==> config.mk <==
export PLATFORM = sky130hd
export DESIGN_NAME = muldiv_sequencer_flat
export DESIGN_NICKNAME = d
export VERILOG_FILES = /design/src/rtl/muldiv_pkg.sv /design/src/rtl/muldiv_sequencer_if.sv /design/src/rtl/muldiv_sequencer_sign_fix.sv /design/src/rtl/muldiv_sequencer.sv /design/src/flat_wrapper.sv
export SDC_FILE = /design/constraint.sdc
export NUM_CORES = 1
export LEC_CHECK = 0
export ABC_AREA = 1
export BUFFER_PORTS_ARGS = -buffer_cell sky130_fd_sc_hd__buf_4
export CAP_MARGIN = 25
export CORE_ASPECT_RATIO = 1.1
export CORE_MARGIN = 1.5
export CORE_UTILIZATION = 38
export DETAILED_ROUTE_END_ITERATION = 16
export GPL_TIMING_DRIVEN = 0
export PLACE_DENSITY = 0.56
export SLEW_MARGIN = 40
export SYNTH_ARGS = -nofsm -noshare
export SYNTH_HDL_FRONTEND = slang
export SYNTH_SLANG_ARGS = --single-unit
==> constraint.sdc <==
create_clock -name clock -period 4.15 [get_ports clock]
set_input_delay 0.415 -clock clock [delete_from_list [all_inputs] [get_ports clock]]
set_output_delay 0.415 -clock clock [all_outputs]
set_load 0.01 [all_outputs]
==> src/rtl/muldiv_pkg.sv <==
// Shared types and constants for the MULT/DIV sequencer that feeds HI/LO.
package muldiv_pkg;

    typedef enum logic [1:0] {
        ST_IDLE = 2'd0,
        ST_RUN  = 2'd1,
        ST_FIX  = 2'd2,
        ST_DONE = 2'd3
    } state_t;

    localparam logic OP_MULT = 1'b0;
    localparam logic OP_DIV  = 1'b1;

    localparam int ITER  = 32;
    localparam int CNT_W = 6;

endpackage

==> src/rtl/muldiv_sequencer_if.sv <==
// Handshake and operand/result bundle between the control unit and the MULT/DIV sequencer.
interface muldiv_sequencer_if #(
    parameter int WIDTH = 32
);
    logic             start;
    logic             op;
    logic [WIDTH-1:0] a_in;
    logic [WIDTH-1:0] b_in;
    logic             busy;
    logic             done;
    logic             div_zero;
    logic [WIDTH-1:0] hi_out;
    logic [WIDTH-1:0] lo_out;

    modport master (
        output start, op, a_in, b_in,
        input  busy, done, div_zero, hi_out, lo_out
    );

    modport slave (
        input  start, op, a_in, b_in,
        output busy, done, div_zero, hi_out, lo_out
    );
endinterface

==> src/rtl/muldiv_sequencer_sign_fix.sv <==
// Combinational sign handling: operand magnitudes at capture, conditional negate of the result.
module muldiv_sign_fix
    import muldiv_pkg::*;
#(
    parameter int WIDTH = 32
) (
    input  logic [WIDTH-1:0]   a_in,
    input  logic [WIDTH-1:0]   b_in,
    output logic [WIDTH-1:0]   abs_a,
    output logic [WIDTH-1:0]   abs_b,
    input  logic [2*WIDTH-1:0] acc,
    input  logic               op,
    input  logic               neg_hi,
    input  logic               neg_lo,
    output logic [2*WIDTH-1:0] fixed
);

    always_comb begin
        abs_a = a_in[WIDTH-1] ? -a_in : a_in;
        abs_b = b_in[WIDTH-1] ? -b_in : b_in;
        fixed = acc;
        // A product is one 64-bit number; remainder and quotient are negated independently.
        if (op == OP_MULT) begin
            if (neg_lo) fixed = -acc;
        end else begin
            if (neg_hi) fixed[2*WIDTH-1:WIDTH] = -acc[2*WIDTH-1:WIDTH];
            if (neg_lo) fixed[WIDTH-1:0]       = -acc[WIDTH-1:0];
        end
    end

endmodule

==> src/rtl/muldiv_sequencer.sv <==
// Fixed-latency signed MULT (shift-add) / DIV (restoring) sequencer writing HI/LO.
module muldiv_sequencer #(
    parameter int WIDTH = 32,
    parameter int ITER  = 32,
    parameter int CNT_W = 6
) (
    input  logic                 clock,
    input  logic                 reset,
    muldiv_sequencer_if.slave    bus
);
    import muldiv_pkg::*;

    state_t             state_q, state_d;
    logic [CNT_W-1:0]   cnt_q, cnt_d;
    logic [2*WIDTH-1:0] acc_q, acc_d;
    logic [WIDTH-1:0]   opnd_q, opnd_d;
    logic               op_q, op_d;
    logic               neg_hi_q, neg_hi_d;
    logic               neg_lo_q, neg_lo_d;
    logic [WIDTH-1:0]   hi_q, hi_d;
    logic [WIDTH-1:0]   lo_q, lo_d;
    logic               dz_q, dz_d;

    logic [WIDTH-1:0]   abs_a, abs_b;
    logic [2*WIDTH-1:0] fixed;
    logic [WIDTH:0]     mul_sum;
    logic [WIDTH+1:0]   div_diff;
    logic [2*WIDTH-1:0] mul_next, div_next;

    muldiv_sign_fix #(.WIDTH(WIDTH)) u_sign_fix (
        .a_in   (bus.a_in),
        .b_in   (bus.b_in),
        .abs_a  (abs_a),
        .abs_b  (abs_b),
        .acc    (acc_q),
        .op     (op_q),
        .neg_hi (neg_hi_q),
        .neg_lo (neg_lo_q),
        .fixed  (fixed)
    );

    // MULT: acc = {partial, multiplier}; DIV: acc = {remainder, dividend->quotient}.
    always_comb begin
        mul_sum  = {1'b0, acc_q[2*WIDTH-1:WIDTH]} + {1'b0, opnd_q};
        mul_next = acc_q[0] ? {mul_sum, acc_q[WIDTH-1:1]} : {1'b0, acc_q[2*WIDTH-1:1]};
        div_diff = {1'b0, acc_q[2*WIDTH-1:WIDTH-1]} - {2'b00, opnd_q};
        div_next = div_diff[WIDTH+1] ? {acc_q[2*WIDTH-2:0], 1'b0}
                                     : {div_diff[WIDTH-1:0], acc_q[WIDTH-2:0], 1'b1};
    end

    always_comb begin
        state_d  = state_q;
        cnt_d    = cnt_q;
        acc_d    = acc_q;
        opnd_d   = opnd_q;
        op_d     = op_q;
        neg_hi_d = neg_hi_q;
        neg_lo_d = neg_lo_q;
        hi_d     = hi_q;
        lo_d     = lo_q;
        dz_d     = 1'b0;
        unique case (state_q)
            ST_IDLE: begin
                if (bus.start) begin
                    op_d     = bus.op;
                    neg_lo_d = bus.a_in[WIDTH-1] ^ bus.b_in[WIDTH-1];
                    neg_hi_d = (bus.op == OP_DIV) ? bus.a_in[WIDTH-1]
                                                  : bus.a_in[WIDTH-1] ^ bus.b_in[WIDTH-1];
                    cnt_d    = '0;
                    if (bus.op == OP_DIV && bus.b_in == '0) begin
                        state_d = ST_DONE;
                        dz_d    = 1'b1;
                    end else begin
                        state_d = ST_RUN;
                        acc_d   = {{WIDTH{1'b0}}, (bus.op == OP_DIV) ? abs_a : abs_b};
                        opnd_d  = (bus.op == OP_DIV) ? abs_b : abs_a;
                    end
                end
            end
            ST_RUN: begin
                acc_d = (op_q == OP_DIV) ? div_next : mul_next;
                cnt_d = cnt_q + 1'b1;
                if (cnt_q == CNT_W'(ITER - 1)) begin
                    state_d = ST_FIX;
                    cnt_d   = '0;
                end
            end
            ST_FIX: begin
                acc_d   = fixed;
                hi_d    = fixed[2*WIDTH-1:WIDTH];
                lo_d    = fixed[WIDTH-1:0];
                state_d = ST_DONE;
            end
            ST_DONE: state_d = ST_IDLE;
            default: state_d = ST_IDLE;
        endcase
    end

    always_ff @(posedge clock) begin
        if (reset) begin
            state_q <= ST_IDLE;
            cnt_q   <= '0;
            hi_q    <= '0;
            lo_q    <= '0;
            dz_q    <= 1'b0;
        end else begin
            state_q <= state_d;
            cnt_q   <= cnt_d;
            hi_q    <= hi_d;
            lo_q    <= lo_d;
            dz_q    <= dz_d;
        end
    end

    // Working registers are only meaningful while busy, so they carry no reset.
    always_ff @(posedge clock) begin
        acc_q    <= acc_d;
        opnd_q   <= opnd_d;
        op_q     <= op_d;
        neg_hi_q <= neg_hi_d;
        neg_lo_q <= neg_lo_d;
    end

    assign bus.busy     = (state_q != ST_IDLE);
    assign bus.done     = (state_q == ST_DONE);
    assign bus.div_zero = dz_q;
    assign bus.hi_out   = hi_q;
    assign bus.lo_out   = lo_q;

endmodule
==> src/flat_wrapper.sv <==
// flat-port wrapper written by rule: the top's interface ports become plain ports
module muldiv_sequencer_flat import muldiv_pkg::*;
#(
    parameter int WIDTH = 32,
    parameter int ITER  = 32,
    parameter int CNT_W = 6
)
  (clock, reset, bus_start, bus_op, bus_a_in, bus_b_in, bus_busy, bus_done, bus_div_zero, bus_hi_out, bus_lo_out);
  muldiv_sequencer_if #(.WIDTH(WIDTH)) bus_i ();
  input  logic clock;
  input  logic reset;
  input wire logic [$bits(bus_i.start)-1:0] bus_start;
  input wire logic [$bits(bus_i.op)-1:0] bus_op;
  input wire logic [$bits(bus_i.a_in)-1:0] bus_a_in;
  input wire logic [$bits(bus_i.b_in)-1:0] bus_b_in;
  output wire logic [$bits(bus_i.busy)-1:0] bus_busy;
  output wire logic [$bits(bus_i.done)-1:0] bus_done;
  output wire logic [$bits(bus_i.div_zero)-1:0] bus_div_zero;
  output wire logic [$bits(bus_i.hi_out)-1:0] bus_hi_out;
  output wire logic [$bits(bus_i.lo_out)-1:0] bus_lo_out;
  assign bus_i.start = bus_start;
  assign bus_i.op = bus_op;
  assign bus_i.a_in = bus_a_in;
  assign bus_i.b_in = bus_b_in;
  assign bus_busy = bus_i.busy;
  assign bus_done = bus_i.done;
  assign bus_div_zero = bus_i.div_zero;
  assign bus_hi_out = bus_i.hi_out;
  assign bus_lo_out = bus_i.lo_out;
  muldiv_sequencer #(.WIDTH(WIDTH), .ITER(ITER), .CNT_W(CNT_W)) u_core (.clock(clock), .reset(reset), .bus(bus_i));
endmodule
==> qor.csv <==
metric;value;unit
status;finished clean;
r2r-end;u_core.acc_q[58]$_DFFE_PP_;
clockBufferDepth;2;
path_cells;inv_2 -> clkbuf_1 -> clkbuf_1 -> ha_1 -> nand3_2 -> nor3_1 -> nand4_1 -> nand2_1 -> nand3_1 -> nand3_1 -> nand2_1 -> nor2_1 -> nor2_1 -> nor2_1;
grt_pass1_wl;124.4;mm
timing.setup.tns;0;ns
cts_sinks;172;
die_y;231.4;um
drv_cap;0;
reg2reg_slack;0.23;ns
htreeDepth;4;
drc;0;
start_kind;flip-flop;
rr_worst_depth;14;
critPathSlowestCell;clkbuf_1;
yosysSeqAreaShare;24.60;%
route.antenna.remaining_nets;0;
layout_min_cycle_time;3.919;ns
first_iter_violations;2247;
dr.pass1.iters;6;
slowest_delay;0.55;ns
cp_data_arrival_time;4.25;ns
end_kind;flip-flop;
yosys.area.top_type;nand2_1;
die_x;210.7;um
netlist_area;18030;sq um
routed-via-count;21060;
grt_pass1_vias;19820;
synth_ff_type;edfxtp_1;
synth_edf_count;99;
min_from;bus_op;
async_flop_share;0;%
final_cells;3798;
path_class;flip-flop to flip-flop;
cts_inserted_buffers;17;
io_pins;135;
gp_congestion;1.019;
final_nets;3333;
antenna_found_initial;0;
ys_ff_latch;172;
period_share;94.43;%
drive_gt1_share;8.180;%
powerDensity;767.1;nW/um^2
grt.total_usage;35.09;%
synth_common_cells;nand2_1, inv_1, a21oi_1;
hold_path.class;primary input to flip-flop;
dp.cells;3766;
cts-root-buf;clkbuf_16;
r2r-start;u_core.acc_q[0]$_DFFE_PP_;
rows;83;
syn_inst;3036;
cts-resized-gates;0;
port_buffers;132;
avgSynthCellArea;5.937;sq um
dpl.hpwl;71.11;mm
syn-num-nets;3179;
avgViaCountPerCell;5.545;
rsz0062_at_grt;no;
slew_viol_final;0;
yosysWarnings;0;
postCtsHoldBufs;0;
p_leak;9.856;nW
post_cts_buffers;0;
antenna_cells;0;
maxSlewHeadroom;38.70;%
synth_most_common_cell;nand2_1;
hold_viol_final;0;
grt_overflow;0;
ys_types;52;
fin_skew;0.01564;ns
clk_pin_slew_worst_paths;0.08;ns
start_util;38.57;%
crit_fanout;10;
whs_path_depth;1;
die_area;48750;sq um
critPathMostFrequentCell;nor2_1;
synth_top_area_share;20.26;%
clock.fmax;255.2;MHz
wl;85.71;mm
cp_data_required_time;4.48;ns
worst_skew_pair.late_latency;0.47;ns
max_slew.worst_pin.slew;0.9196;ns
synth.top_cells.by_area;nand2_1, edfxtp_1, inv_1, dfxtp_1, a21oi_1;
finalSetupViolations;0;
area_growth;13.35;%
core;46730;sq um
vdd.ir_drop.worst;0.3591;mV
cts_tree;built;
holdPathEnd;u_core.op_q$_DFFE_PP_;
grt_max_degree;46;
post_drt_wl_per_cell;22.57;um
## worst max-delay path, delay by kind of cell (launching register included)
| family | cells | cell delay (ns) |
|---|---|---|
| buffers and inverters | 3 | 1.20 |
| flip-flops | 1 | 0.47 |
| AND/OR/NAND/NOR | 10 | 1.84 |
| adder cells (fa/ha/maj) | 1 | 0.29 |
## metal layers
layer	wire (um)	up-vias	track usage, %
met5	0	-	0
met4	5623	0	21.03
met3	5857	212	3.970
met2	38810	941	57.20
met1	35420	9732	44.63
li1	-	10170	-
## worst max-delay path by stage
stage | start | endpoint | cells after the start
floorplan | bus_op | u_core.opnd_q[0]$_DFFE_PP_ | 4
global placement | bus_b_in[0] | u_core.acc_q[1]$_DFFE_PP_ | 12
detailed placement | u_core.acc_q[0]$_DFFE_PP_ | u_core.acc_q[58]$_DFFE_PP_ | 14
CTS | u_core.acc_q[0]$_DFFE_PP_ | u_core.acc_q[58]$_DFFE_PP_ | 14
global route | u_core.acc_q[0]$_DFFE_PP_ | u_core.acc_q[58]$_DFFE_PP_ | 14
finish | u_core.acc_q[0]$_DFFE_PP_ | u_core.acc_q[58]$_DFFE_PP_ | 14
## per-stage QoR
| step | worst slack [ns] | area (sq um) | utilization [%] | hold slack (ns) | power [mW] |
|---|---|---|---|---|---|
| final | 0.2311 | 20430 | 43.72 | 0.1712 | 15.67 |
| after global routing | 0.005517 | 20430 | 43.72 | 0.1616 | 16.80 |
| after CTS | 0.3569 | 20430 | 43.72 | 0.1525 | 15.51 |
| after detailed placement | 0.3778 | 19850 | 42.48 | 0.4576 | 13.87 |
| after global placement | -0.5976 | 19760 | 42.29 | 0.4568 | 13.79 |
| after floorplan | 1.121 | 18030 | - | 0.4464 | 9.859 |
## power by group
group          switching (mW)  internal [mW]
sequential              0.841           2.63
clock                   0.806          0.795
combinational            7.49           3.11
## registers in the layout (all words and copies together) (netlist names)
register,flops
u_core.neg_lo_q,1
u_core.bus.hi_out,32
u_core.op_q,1
u_core.bus.div_zero,1
u_core.cnt_q,6
u_core.neg_hi_q,1
u_core.state_q,2
u_core.opnd_q,32
u_core.acc_q,64
u_core.bus.lo_out,32
## cell usage in the layout, fill, tap and decap left out, types with 4 or more instances in the layout
cell type,Yosys,layout
nand2_2,13,13
xnor2_1,14,14
a21oi_1,289,288
nand3_1,282,282
o21ai_1,18,19
ha_1,73,73
a32oi_1,9,9
nand3b_1,23,23
nor2_1,264,264
nand2_1,973,973
nand3_2,4,4
inv_1,407,406
xor2_1,64,64
inv_6,0,6
buf_4,0,132
dfxtp_1,73,73
o211ai_2,9,9
edfxtp_1,99,99
nand4_1,37,37
mux2i_1,4,4
inv_2,15,15
buf_2,3,6
or2_2,5,5
and2_1,11,11
nor2_2,11,11
clkbuf_1,80,78
o21a_1,6,6
clkbuf_16,0,17
buf_1,13,10
a31oi_1,12,12
o21ai_0,138,137
nor3_1,30,30
a21oi_2,8,8
and3_1,4,4
o211ai_1,9,9
## cell type report
class                      instances  area (sq um)
timing repair buffer             135          1057
inverter                         425          1600
sequential                       172          4434
tap                              595         744.5
fill                            5193         26300
clock buffer                      17         425.4
buffer                            99         416.7
clock inverter                    15         150.1
multi-input combinational       2340         11600
## kinds of logic (layout without fill, tap and decap cells)
group / Yosys count / count (layout) / share of synthesized area [%]
adders and majority gates: 75 / 75 / 5.289
and+or+nand+nor: 1675 / 1675 / 39.58
xor gates and xnor gates: 78 / 78 / 3.790
buffers and inverters: 524 / 691 / 11.13
AOI/OAI and AO/OA: 508 / 508 / 15.39
DFF: 172 / 172 / 24.60
muxes: 4 / 4 / 0.2221
(Power assumes the default switching activity.)
